===== src/rtl/simon_decrypt_pipeline.sv =====
// Simon 32/64 decryptor, fully unrolled with one inverse Feistel round per stage.
// Round keys are expanded once after reset by a small sequential key-schedule engine.
module simon_decrypt_pipeline #(
  parameter logic [63:0] KEY    = 64'h1918_1110_0908_0100,
  parameter int          ROUNDS = 32
) (
  input  logic        clk,
  input  logic        rst,
  input  logic        ce,
  input  logic        in_valid,
  input  logic [31:0] ciphertext,
  output logic        ready,
  output logic        out_valid,
  output logic [31:0] plaintext
);

  // z0 sequence written left to right, so sequence bit j sits at vector bit 61-j.
  localparam logic [61:0] Z0_SEQ =
    62'b11111010001001010110000111001101111101000100101011000011100110;

  // z bit needed when producing rk[i] is z0[i-4]; tabulated by i for a direct lookup.
  function automatic logic [31:0] z_table();
    logic [31:0] t;
    t = '0;
    for (int i = 4; i < 32; i++) begin
      t[i] = Z0_SEQ[65-i];
    end
    return t;
  endfunction

  localparam logic [31:0] Z_TAB = z_table();

  function automatic logic [15:0] ror3(input logic [15:0] v);
    return {v[2:0], v[15:3]};
  endfunction

  function automatic logic [15:0] ror1(input logic [15:0] v);
    return {v[0], v[15:1]};
  endfunction

  function automatic logic [15:0] f_mix(input logic [15:0] v);
    return ({v[14:0], v[15]} & {v[7:0], v[15:8]}) ^ {v[13:0], v[15:14]};
  endfunction

  typedef enum logic [1:0] {
    KS_LOAD,
    KS_EXPAND,
    KS_DONE
  } ks_state_t;

  ks_state_t   state_reg;
  ks_state_t   state_next;
  logic [4:0]  idx_reg;
  logic        ready_reg;
  logic [15:0] rk_reg [ROUNDS];
  logic        load_en;
  logic        expand_en;
  logic        done;
  logic [15:0] tmp_a;
  logic [15:0] tmp_b;
  logic [15:0] rk_new;

  always_ff @(posedge clk) begin
    if (rst) begin
      state_reg <= KS_LOAD;
    end else begin
      state_reg <= state_next;
    end
  end

  always_comb begin
    state_next = state_reg;
    case (state_reg)
      KS_LOAD:   state_next = KS_EXPAND;
      KS_EXPAND: if (idx_reg == 5'd31) state_next = KS_DONE;
      KS_DONE:   state_next = KS_DONE;
      default:   state_next = KS_LOAD;
    endcase
  end

  always_comb begin
    load_en   = 1'b0;
    expand_en = 1'b0;
    done      = 1'b0;
    case (state_reg)
      KS_LOAD:   load_en   = 1'b1;
      KS_EXPAND: expand_en = 1'b1;
      KS_DONE:   done      = 1'b1;
      default:   load_en   = 1'b0;
    endcase
  end

  always_comb begin
    tmp_a  = ror3(rk_reg[idx_reg - 5'd1]) ^ rk_reg[idx_reg - 5'd3];
    tmp_b  = tmp_a ^ ror1(tmp_a);
    rk_new = ~rk_reg[idx_reg - 5'd4] ^ tmp_b ^ {15'd0, Z_TAB[idx_reg]} ^ 16'h0003;
  end

  // ready is registered off DONE, so it rises one edge after the last key is written.
  always_ff @(posedge clk) begin
    if (rst) begin
      idx_reg   <= 5'd0;
      ready_reg <= 1'b0;
    end else begin
      ready_reg <= done;
      if (load_en) begin
        idx_reg <= 5'd4;
      end else if (expand_en) begin
        idx_reg <= idx_reg + 5'd1;
      end
    end
  end

  always_ff @(posedge clk) begin
    if (load_en && !rst) begin
      rk_reg[0] <= KEY[15:0];
      rk_reg[1] <= KEY[31:16];
      rk_reg[2] <= KEY[47:32];
      rk_reg[3] <= KEY[63:48];
    end else if (expand_en && !rst) begin
      rk_reg[idx_reg] <= rk_new;
    end
  end

  // Slot 0 is the capture register; slot s+1 holds the result of decrypt round s.
  logic [15:0]   x_reg  [ROUNDS+1];
  logic [15:0]   y_reg  [ROUNDS+1];
  logic [ROUNDS:0] valid_reg;
  logic [15:0]   x_next [ROUNDS];
  logic [15:0]   y_next [ROUNDS];

  generate
    for (genvar gi = 0; gi < ROUNDS; gi++) begin : g_round
      assign x_next[gi] = y_reg[gi];
      assign y_next[gi] = x_reg[gi] ^ f_mix(y_reg[gi]) ^ rk_reg[ROUNDS-1-gi];
    end
  endgenerate

  always_ff @(posedge clk) begin
    if (rst) begin
      valid_reg <= '0;
      for (int s = 0; s <= ROUNDS; s++) begin
        x_reg[s] <= 16'd0;
        y_reg[s] <= 16'd0;
      end
    end else if (ce) begin
      valid_reg <= {valid_reg[ROUNDS-1:0], in_valid & ready_reg};
      x_reg[0]  <= ciphertext[31:16];
      y_reg[0]  <= ciphertext[15:0];
      for (int s = 0; s < ROUNDS; s++) begin
        x_reg[s+1] <= x_next[s];
        y_reg[s+1] <= y_next[s];
      end
    end
  end

  assign ready     = ready_reg;
  assign out_valid = valid_reg[ROUNDS];
  assign plaintext = {x_reg[ROUNDS], y_reg[ROUNDS]};

endmodule


===== config.mk =====
export PLATFORM = sky130hd
export DESIGN_NAME = simon_decrypt_pipeline
export DESIGN_NICKNAME = d
export VERILOG_FILES = /design/src/rtl/simon_decrypt_pipeline.sv
export SDC_FILE = /design/constraint.sdc
export NUM_CORES = 2
export LEC_CHECK = 0
export ABC_AREA = 0
export CORE_MARGIN = 1.5
export CORE_UTILIZATION = 60
export DETAILED_ROUTE_END_ITERATION = 6
export GPL_TIMING_DRIVEN = 0
export PLACE_DENSITY_LB_ADDON = 0.3
export SLEW_MARGIN = 20
export SYNTH_ARGS = -nofsm -noshare
export SYNTH_HDL_FRONTEND = slang
export SYNTH_SLANG_ARGS = --single-unit

===== constraint.sdc =====
create_clock -name clk -period 34.7 [get_ports clk]
set_input_delay 8.675 -clock clk [delete_from_list [all_inputs] [get_ports clk]]
set_output_delay 8.675 -clock clk [all_outputs]
set_load 0.05 [all_outputs]

## Yosys cells after proc, flatten, opt, wreduce, memory -nomap -nowiden

Memories as Yosys holds them, arrays and structs flattened.
Index checks and enable logic that the tools add are counted.

- $add $sub $neg: 4
- $mul: 0
- Div/mod/pow operators: 0
- Magnitude comparators: 1
- Equality and inequality tests: 4
- Shift-type cells: 0
- Multiplexer cells: 87
- Bitwise operators: 201
- Reduce and logical (&&, ||, !) cells: 7

Operator list:

| kind | number |
|---|---|
| XOR 16 bit | 99 |
| 2-to-1 mux 16 bit | 67 |
| bitwise AND 16 bit | 32 |
| OR 1 bit | 66 |
| NOT 16 bit | 1 |
| OR reduction 16 bit | 1 |
| XOR 16 x 1 -> 16 bit | 1 |
| 2-to-1 mux 1 bit | 15 |
| < comparator 5 x 6 -> 1 bit, second input constant | 1 |
| 2-to-1 mux 3 bit | 2 |
| one-hot mux 2 bit (3 select lines) | 1 |
| adder 5 x 1 -> 5 bit, second input constant | 1 |
| == test 5 bit, second input constant | 1 |
| 2-to-1 mux 5 bit | 1 |
| subtractor 5 x 1 -> 5 bit, second input constant | 1 |
| subtractor 5 x 2 -> 5 bit, second input constant | 1 |
| subtractor 5 x 3 -> 5 bit, second input constant | 1 |
| == test 2 x 1 -> 1 bit, second input constant | 1 |
| == test 2 bit, second input constant | 1 |
| logical AND 1 bit | 2 |
| zero test 2 bit | 1 |
| 2-to-1 mux 2 bit | 1 |
| != test 2 bit, second input constant | 1 |
| NOT 2 bit | 1 |
| 4 further kinds | 4 |

- Flip-flop bits (word level): 41
- Bits in latches: 0
- Memory bits (writable): 1568
- Memory bits (read-only): 32
- Input bits: 36
- Memories kept: 4

Memory list:

| memory | depth | bits a word | rd ports | clocked after memory_dff | wr ports | line | RTL |
|---|---|---|---|---|---|---|---|
| x_reg | 33 | 16 | 33 | 0 | 33 | 126 | `logic [15:0] x_reg [ROUNDS+1];` |
| y_reg | 33 | 16 | 33 | 0 | 33 | 127 | `logic [15:0] y_reg [ROUNDS+1];` |
| rk_reg | 32 | 16 | 35 | 0 | 4 | 55 | `logic [15:0] rk_reg [ROUNDS];` |
| (no name shown) | 32 | 1 | 1 | 0 | 0 | 96 | `rk_new = ~rk_reg[idx_reg - 5'd4] ^ tmp_b ^ {15'd0, Z_TAB[idx_reg]} ^ 16'h0003;` |

## Longest topological paths before layout

- Depth in word-level cells: 8
- Mapped depth: 17
- Depth with buffers taken out: 10

## Least setup slack after synthesis

Ideal clock, no wire load.

- Path kind: input to register
- Start point: input port ce
- End point: memory x_reg[0][0], enable pin
- Data arrival time: 22.055 ns
- Slack: 11.647 ns
- Stages on the path: 3
- Cells stage by stage: clkbuf_1 buf_1 or2_2

RTL lines:

| item | line | RTL |
|---|---|---|
| start: declaration | 9 | `input logic ce,` |
| end: declaration | 126 |  |

==> impl_metrics.env <==
export IMPL_drive_above_1_share=0.121
export IMPL_fin_ws_ns=22.19
export IMPL_status="finished with violations"
export IMPL_cp_arrival_ns=12.98
export IMPL_cp_required_ns=35.17
export IMPL_syn_area_per_cell_um2=13.7
export IMPL_synth_area_top_cells="edfxtp_1, xnor2_1, mux4_2, xor2_1, and2_1"
export IMPL_min_to="valid_reg[9]"
export IMPL_rrSetupSlack_ns=25.16
export IMPL_ys_types=53
export IMPL_power_density_nw_per_um2=97.2
export IMPL_worstHoldStart="valid_reg[9]"
export IMPL_grt_ovfl_total=0
export IMPL_slew_headroom=0.124
export IMPL_min_period_ns=12.51
export IMPL_ys_warn_count=0
export IMPL_maxCapViolations=0
export IMPL_syn2layout_area_growth_pct=11.5
export IMPL_postCtsHoldBufs=0
export IMPL_startpoint="ce"
export IMPL_multi_input_area_um2=33300
export IMPL_drtPass1Iterations=7
export IMPL_cts_inserted_buffers=161
export IMPL_grt_pass1_vias=51400
export IMPL_ir_drop_mv=0.322
export IMPL_cts_setup_buffers=0
export IMPL_route_detailed_drc=2
export IMPL_die_area_um2=140000
export IMPL_ys_ff_latch=1609
export IMPL_register_area_um2=47900
export IMPL_coreArea_um2=136000
export IMPL_cts_tree="built"
export IMPL_p_comb_frac=0.438
export IMPL_power_switching_uw=3830
export IMPL_critPathLaunchType="input port"
export IMPL_setup_viol=0
export IMPL_syn_nets=6081
export IMPL_post_route_period_util=0.360
export IMPL_postRouteAntennaNets=0
export IMPL_start_util=0.606
export IMPL_place_congestion=1.08
export IMPL_htreeDepth=4
export IMPL_p_leak_uw=0.0324
export IMPL_hold_viol=0
export IMPL_fp_dieW_um=374
export IMPL_end_kind="flop"
export IMPL_r2r_start="idx_reg[0]"
export IMPL_clk_pin_slew_ns=0.06
export IMPL_cts_resized=0
export IMPL_wirelength_um=307000
export IMPL_die_h_um=374
export IMPL_netlist_area_leader_share=0.571
export IMPL_clkPwrFrac=0.203
export IMPL_vias=54300
export IMPL_synth_edf_count=1568
export IMPL_worst_slew_pin_slew_ns=1.31
export IMPL_dp_slack_ns=21.46
export IMPL_grt_max_degree=60
export IMPL_report_power_total_uw=8940
export IMPL_viasPerCell=6.59
export IMPL_async_flop_share=0
export IMPL_final_util=0.676
export IMPL_fill_cells=9171
export IMPL_netSwitchingFraction=0.428
export IMPL_ys_dominant_reg_cell="edfxtp_1"
export IMPL_r2r_cells=17
export IMPL_syn_inst=6032
export IMPL_rr_endpoint="rk_reg[28][4]"
export IMPL_min_path_cells=2
export IMPL_grt_antenna_before_repair=49
export IMPL_nets=6350
export IMPL_fin_skew_ns=0.0725
export IMPL_clock_sinks=1609
export IMPL_failed_checks="design-rule violations"
export IMPL_grt_pass1_wl_um=414000
export IMPL_clock_root_buffer="clkbuf_16"
export IMPL_power_frac_seq=0.360
export IMPL_worstHoldPathType="reg -> reg"
export IMPL_report_final_slew_viol_count=0
export IMPL_intPower_uw=5110
export IMPL_synth_top_cell_by_area="edfxtp_1"
export IMPL_cts_buffer_depth=3
export IMPL_dpl_hpwl_um=233000
export IMPL_synth_area_um2=82500
export IMPL_critical_path_class="in -> reg"
export IMPL_port_buffers=67
export IMPL_ioPinCount=70
export IMPL_clkLatencyLatePin_ns=0.84
export IMPL_rsz0062_at_grt="false"
export IMPL_ys_seq_area_frac=0.581
export IMPL_fmax_mhz=80.0
export IMPL_grtUsageTotal=0.438
export IMPL_whs_ns=0.496
export IMPL_final_setup_tns_ns=0
export IMPL_avgRoutedWirePerCell_um=37.3
export IMPL_std_cell_rows=135
export IMPL_cp_max_fo=57
export IMPL_first_iter_violations=8854
[through the flow]
stage | instance area [µm²] | std cells
after detailed placement | 86400 | 7918
after CTS | 91800 | 8210
after global placement | 85400 | 7880
after floorplan | 82500 | 6032
final | 91900 | 8230
after global routing | 91900 | 8211
[power by group through the flow]
stage	Clock (µW)	Combinational (µW)	Sequential (µW)
2_1_floorplan	0	1460	3190
3_3_place_gp	0	3130	3350
3_5_place_dp	0	3650	3240
4_1_cts	1810	3690	3200
5_1_grt	1890	3830	3210
6_report	1810	3910	3210
[area by class of cell]
type / instances / area share
clock buffer: 182 / 0.0449
sequential: 1609 / 0.521
tap: 1781 / 0.0242
timing repair buffer: 106 / 0.0177
buffer: 262 / 0.0140
multi-input combinational: 4135 / 0.362
antenna: 19 / 0.000517
inverter: 26 / 0.00106
clock inverter: 110 / 0.0142
[per-layer routing]
layer | track usage | routed length (µm)
met1 | 0.584 | 113000
met3 | 0.187 | 46100
met5 | 0.00446 | 414
met2 | 0.630 | 132000
met4 | 0.181 | 15100
[layout by cell type, fill, tap and decap left out, types with 9 or more instances in the layout]
cell type	instances
nand2_1	585
buf_2	43
mux2i_1	294
clkbuf_1	162
clkbuf_16	162
and2_1	551
dfxtp_1	41
bufinv_16	21
xor2_1	528
clkinvlp_4	9
buf_16	26
diode_2	19
edfxtp_1	1568
xnor2_1	1058
clkbuf_2	13
buf_12	12
clkdlybuf4s50_1	67
inv_2	19
clkinv_1	24
ha_1	13
nor2_1	612
mux4_2	308
nand4_1	11
a21oi_1	16
nand3_1	26
clkinv_2	32
buf_4	52
nor2_2	27
[worst max-delay path, stage by stage]
cell and delay [ns]:
clkbuf_1 0.52, buf_1 0.60, or2_4 0.61, buf_16 0.34, buf_12 0.29, buf_16 0.29
buf_16 0.29, buf_12 0.25, buf_16 0.28, buf_16 0.29, buf_16 0.30
[cell families after synthesis]
family / after synthesis / share of synthesized area
and+or+nand+nor: 1846 / 0.102
DFF: 1609 / 0.581
xor gates and xnor gates: 1595 / 0.170
muxes: 613 / 0.122
buffers and inverters: 288 / 0.0165
AOI/OAI and AO/OA: 68 / 0.00590
adders and majority gates: 13 / 0.00197
[worst max-delay path by stage]
| stage | end | slack [ns] | cells after the start |
|---|---|---|---|
| global placement | y_reg[0][74] | 6.34 | 3 |
| CTS | y_reg[0][88] | 22.28 | 11 |
| detailed placement | x_reg[0][92] | 21.46 | 11 |
| global route | x_reg[0][91] | 21.99 | 11 |
| floorplan | x_reg[0][0] | 11.65 | 3 |
| finish | x_reg[0][91] | 22.19 | 11 |
[synth_stat cells (38+ instances only)]
master	count
xor2_1	530
mux2i_1	294
buf_2	38
nand2_1	589
buf_4	52
clkbuf_1	155
and2_1	551
edfxtp_1	1568
xnor2_1	1060
nor2_1	640
mux4_2	308
dfxtp_1	41
Power figures use the tool's default switching activity.
